File: config.mk
export PLATFORM = sky130hd
export DESIGN_NAME = ifetch_queue
export DESIGN_NICKNAME = d
export VERILOG_FILES = /design/src/rtl/ifetch_queue.sv
export SDC_FILE = /design/constraint.sdc
export NUM_CORES = 1
export LEC_CHECK = 0
export ABC_AREA = 1
export BUFFER_PORTS_ARGS = -buffer_cell sky130_fd_sc_hd__buf_4
export CAP_MARGIN = 25
export CELL_PAD_IN_SITES_DETAIL_PLACEMENT = 1
export CELL_PAD_IN_SITES_GLOBAL_PLACEMENT = 2
export CORE_MARGIN = 4
export CORE_UTILIZATION = 36
export CTS_CLUSTER_DIAMETER = 40
export DETAILED_ROUTE_END_ITERATION = 12
export PLACE_DENSITY = 0.74
export SYNTH_ARGS = -nofsm -noshare
export SYNTH_HDL_FRONTEND = slang
export SYNTH_SLANG_ARGS = --single-unit
File: constraint.sdc
create_clock -name clk -period 9.2 [get_ports clk]
set_input_delay 0.46 -clock clk [delete_from_list [all_inputs] [get_ports clk]]
set_output_delay 0.46 -clock clk [all_outputs]
set_load 0.05 [all_outputs]
File: src/rtl/ifetch_queue.sv
// Instruction fetch unit: single-word fetch from memory, JAL/B-type next-PC pre-decode,
// and a first-word-fall-through queue of {ins, pc, prediction} for decode/issue.
module ifetch_queue #(
    parameter int          QUEUE_DEPTH = 8,
    parameter int          PTR_W       = 3,
    parameter int          BR_PREDICT  = 1,
    parameter logic [31:0] RESET_PC    = 32'h0
) (
    input  logic             clk,
    input  logic             rst,
    input  logic             rdy,
    output logic             mem_req_valid,
    output logic [31:0]      mem_req_addr,
    input  logic             mem_resp_valid,
    input  logic [31:0]      mem_resp_ins,
    input  logic             flush,
    input  logic [31:0]      flush_pc,
    input  logic             deq_ready,
    output logic             out_valid,
    output logic [31:0]      out_ins,
    output logic [31:0]      out_pc,
    output logic             out_pred_taken,
    output logic [31:0]      out_pred_pc,
    output logic [PTR_W:0]   queue_count
);

    localparam logic [PTR_W:0] FULL_COUNT = (PTR_W+1)'(QUEUE_DEPTH);

    typedef enum logic [1:0] {ST_IDLE, ST_WAIT, ST_DROP} state_t;

    state_t             state, state_next;
    logic [31:0]        pc, req_addr;
    logic [PTR_W-1:0]   head, tail;
    logic [PTR_W:0]     count, count_next;
    logic               enq, deq, can_fetch;

    logic [31:0]            ins_mem     [QUEUE_DEPTH];
    logic [31:0]            pc_mem      [QUEUE_DEPTH];
    logic [31:0]            pred_pc_mem [QUEUE_DEPTH];
    logic [QUEUE_DEPTH-1:0] taken_mem;

    logic [6:0]  opcode;
    logic [31:0] j_imm, b_imm, pred_next;
    logic        pred_taken;

    // The response always answers req_addr, so that is the PC the prediction is based on.
    always_comb begin
        opcode     = mem_resp_ins[6:0];
        j_imm      = {{12{mem_resp_ins[31]}}, mem_resp_ins[19:12], mem_resp_ins[20],
                      mem_resp_ins[30:21], 1'b0};
        b_imm      = {{20{mem_resp_ins[31]}}, mem_resp_ins[7], mem_resp_ins[30:25],
                      mem_resp_ins[11:8], 1'b0};
        pred_taken = 1'b0;
        pred_next  = req_addr + 32'd4;
        if (opcode == 7'b1101111) begin
            pred_taken = 1'b1;
            pred_next  = req_addr + j_imm;
        end else if (opcode == 7'b1100011 && BR_PREDICT != 0 && mem_resp_ins[31]) begin
            pred_taken = 1'b1;
            pred_next  = req_addr + b_imm;
        end
    end

    assign deq        = out_valid && deq_ready;
    assign enq        = (state == ST_WAIT) && mem_resp_valid && !flush;
    assign count_next = count + (PTR_W+1)'(enq) - (PTR_W+1)'(deq);
    assign can_fetch  = count < FULL_COUNT;

    always_ff @(posedge clk) begin
        if (rst)
            state <= ST_IDLE;
        else if (rdy)
            state <= state_next;
    end

    // A response arriving together with a flush completes the old request even from DROP,
    // so there is nothing left outstanding to wait for.
    always_comb begin
        state_next = state;
        if (flush) begin
            if (state != ST_IDLE)
                state_next = mem_resp_valid ? ST_IDLE : ST_DROP;
        end else begin
            case (state)
                ST_IDLE: if (can_fetch) state_next = ST_WAIT;
                ST_WAIT: if (mem_resp_valid)
                             state_next = (count_next < FULL_COUNT) ? ST_WAIT : ST_IDLE;
                ST_DROP: if (mem_resp_valid) state_next = ST_IDLE;
                default: state_next = ST_IDLE;
            endcase
        end
    end

    always_comb begin
        mem_req_valid  = (state == ST_WAIT) || (state == ST_DROP);
        mem_req_addr   = req_addr;
        out_valid      = (count != '0);
        queue_count    = count;
        out_ins        = out_valid ? ins_mem[head]     : 32'h0;
        out_pc         = out_valid ? pc_mem[head]      : 32'h0;
        out_pred_pc    = out_valid ? pred_pc_mem[head] : 32'h0;
        out_pred_taken = out_valid ? taken_mem[head]   : 1'b0;
    end

    always_ff @(posedge clk) begin
        if (rst) begin
            pc       <= RESET_PC;
            req_addr <= 32'h0;
            head     <= '0;
            tail     <= '0;
            count    <= '0;
        end else if (rdy) begin
            if (flush) begin
                pc    <= flush_pc;
                head  <= '0;
                tail  <= '0;
                count <= '0;
            end else begin
                count <= count_next;
                if (deq)
                    head <= head + PTR_W'(1);
                if (enq) begin
                    tail <= tail + PTR_W'(1);
                    pc   <= pred_next;
                    if (count_next < FULL_COUNT)
                        req_addr <= pred_next;
                end else if (state == ST_IDLE && can_fetch) begin
                    req_addr <= pc;
                end
            end
        end
    end

    always_ff @(posedge clk) begin
        if (!rst && rdy && enq) begin
            ins_mem[tail]     <= mem_resp_ins;
            pc_mem[tail]      <= req_addr;
            pred_pc_mem[tail] <= pred_next;
            taken_mem[tail]   <= pred_taken;
        end
    end

endmodule

==> flow_summary.yaml <==
sta:
  worst_clock_skew_ns: 0.0395
  fin_crit_sh_pct: 53.0
  setup_violations: 0
  period_minus_slack_ns: 4.87
  setup_slack_ns: 4.33
  fin_setup_tns_ns: 0
  rsz0062_at_grt: "no"
  slew_violations: 0
  hold_viol_final: 0
  fmax_mhz: 205
  relSlewSlack_pct: 28.3
  worst_pin_slew_ns: 1.08
route:
  drc: 0
  num_vias: 29153
  viasPerCell: 5.37
  wl_per_cell_um: 24.2
  first_pass_iters: 5
  drt_iter0_drc: 2013
  finalWirelength_um: 131000
  ant_nets: 0
worst_hold_path:
  worstHoldStart: "mem_resp_ins[1]"
  hold_path_class: "primary input to flip-flop"
global_route:
  antenna_found_initial: 11
  grt_pass1_wl_um: 193000
  grt_pass1_vias: 29818
  gr-total-overflow: 0
  grt_max_degree: 192
  globalRouteTotalUtil_pct: 23.0
cts:
  cts_num_sinks: 847
  cts_resized: 0
  htreeDepth: 3
  clkLatencyLatePin_ns: 0.70
  cts_max_path_buffers: 3
  cts_setup_buffers: 0
  tritoncts: "done"
  numCtsBuffers: 115
  cts.clk_slew.worst_paths_ns: 0.06
  root_buffer: "clkbuf_16"
pwr:
  swShare_pct: 24.8
  p_seq_share_pct: 45.2
  clockPowerShare_pct: 47.2
  p_int_uw: 7070
  p_sw_uw: 2330
  p_leak_uw: 0.0168
  comb_power_share_pct: 7.5
  peakVddDrop_uv: 143
  p_per_area_nw_per_um2: 207
setup_path:
  crit_chain: "buf_4, buf_4, o21ai_0, o22ai_1, o21ai_0, a31oi_1, buf_4"
  crit_path_max_incr_delay_ns: 0.83
  crit_top_cell: "buf_4"
  reg2reg_from: "state[1]$_SDFFE_PP0P_"
  end_kind: "primary output"
  cp_max_fo: 80
  crit_type: "flip-flop to primary output"
  crit_slowest_cell: "buf_4"
  cp.required_ns: 8.74
  critPathLaunchType: "flip-flop"
  arrival_ns: 4.41
place:
  place_area_sq_um: 41400
  dpl.hpwl_um: 83100
  io_buffers: 204
  place.gp.congestion: 0.879
  dp_slack_ns: 5.06
floorplanning:
  core_region_area_sq_um: 106000
  rows: 119
  io_pins: 205
  die_area_sq_um: 112000
  initial_utilization_pct: 36.3
  die_height_um: 334
  die_x_um: 334
final_layout:
  drive_above_1_share_pct: 14.1
  seq_area_sq_um: 24700
  final_area_sq_um: 45300
  multi_input_area_sq_um: 12200
  nFillCells: 11560
  syn2layout_area_growth_pct: 18.3
  nets: 4059
logic_synthesis:
  syn_nets: 3866
  synth-seq-cells: 847
  syn_avg_cell_area_sq_um: 10.3
  netlist.area_leader.share_pct: 60.2
  synthCells: 3739
  yosys_warnings: 0
  syn_area_sq_um: 38300
  synth_top_area_cell: "edfxtp_1"
  ys_seq_area_share_pct: 64.3
  synth_area_leaders: "edfxtp_1, nor2_1, o21ai_0"
  ys_types: 55
run_status:
  status: "finished clean"
job:
  maxCapViolCount: 0
-- metrics by stage --
| step | utilization [%] | std cells | hold WS, ns | power (uW) |
|---|---|---|---|---|
| after CTS | 42.9 | 5424 | 0.00378 | 9480 |
| after detailed placement | 39.2 | 5199 | 0.453 | 5030 |
| after floorplan | - | 3739 | 0.426 | 4720 |
| after global placement | 39.2 | 5198 | 0.443 | 5030 |
| final | 42.9 | 5425 | 0.0420 | 9390 |
| after global routing | 42.9 | 5424 | 0.0304 | 9700 |
-- cells in the final DEF (no fill, tap or decap), types with 14 or more instances in the layout --
cell type,Yosys,layout
clkbuf_1,139,14
clkinv_1,3,14
nand4_1,17,17
inv_1,177,176
inv_6,0,16
nand3_1,94,94
o22ai_1,99,99
dfxtp_1,79,77
buf_4,8,268
a21oi_1,155,155
edfxtp_1,768,768
xor2_1,18,18
nand2_2,22,22
nor2_1,700,697
inv_2,18,18
nor3_1,25,19
o21ai_0,501,501
o21ai_1,70,70
clkbuf_16,0,118
ha_1,54,54
a31oi_1,96,96
nand2_1,538,537
clkinvlp_4,0,18
-- power groups by stage --
stage	Clock [uW]	Combinational, uW	Sequential (uW)
final	4440	706	4250
after global routing	4690	763	4250
after CTS	4520	709	4250
after detailed placement	0	704	4330
after global placement	0	699	4330
after floorplan	0	352	4370
-- registers in the layout, indices dropped and copies added, names as in the netlist, named ones only --
| signal | flops |
|---|---|
| ins_mem | 256 |
| mem_req_addr | 32 |
| queue_count | 4 |
| head | 3 |
| pc | 32 |
| tail | 3 |
| pc_mem | 256 |
| state | 2 |
| taken_mem | 8 |
| pred_pc_mem | 248 |
-- worst max-delay path, delay by kind of cell (launching register included) --
kind / cells / cell delay [ns]
buffers and inverters: 3 / 1.88
AO/OA/AOI/OAI: 4 / 1.00
flip-flops: 1 / 0.63
-- Yosys cell counts (all sizes together) --
master and number:
nand3b 6, clkbuf 140, a21o 4, xor2 18, nor4 3, nor2 712, buf 60, o31ai 1
nand3 107, o21ai 576, a31oi 96, edfxtp 768, and2 2, nand4 17, nor3b 1, a211oi 1
inv 195, and3 1, a2bb2oi 1, o21a 1, a221oi 2, ha 54, dfxtp 79, o21bai 9
nor3 29, o32ai 2, o211ai 7, nand2 562, clkinv 3, xnor2 7, a21oi 164, o22ai 100
fa 3, or2 8
-- repair_timing --
item,4_1_cts,5_1_grt
setup endpoints to repair,0,0
hold endpoints to repair,53,0
hold buffers,7,0
-- per-layer routing --
metal | GRT usage, % | vias up | routed length [um] | share of wire [%]
met5 | 0 | - | 0 | 0
met1 | 31.5 | 14710 | 59200 | 45
met2 | 38.8 | 699 | 62900 | 48
met4 | 6.56 | 0 | 3240 | 2.5
met3 | 2.64 | 169 | 5800 | 4.4
li1 | - | 13575 | - | -
-- cells by family after synthesis --
group	share of synthesized area, %
flops	64.3
xor+xnor	0.571
simple gates	15.5
compound gates	13.6
fa+ha+maj	1.92
buf+inv	4.12
-- layout make-up --
class,count,area share (%)
antenna,1,0.00552
clock buffer,134,6.69
clock inverter,84,1.92
inverter,198,1.68
multi-input combinational,2494,26.9
sequential,847,54.4
tap,1391,3.84
timing repair buffer,276,4.64
-- worst paths after layout --
kind                                   endpoint  slack (ns)  cells after the start
setup / recovery                     out_pc[30]        4.33                      7
hold / removal          ins_mem[5][1]$_DFFE_PP_        0.04                      1
setup reg to reg  mem_req_addr[17]$_SDFFE_PP0P_        5.18                     18
hold reg to reg             pc[25]$_SDFFE_PP0P_        0.46                      2
No activity file was read; power rests on OpenSTA's default activity.
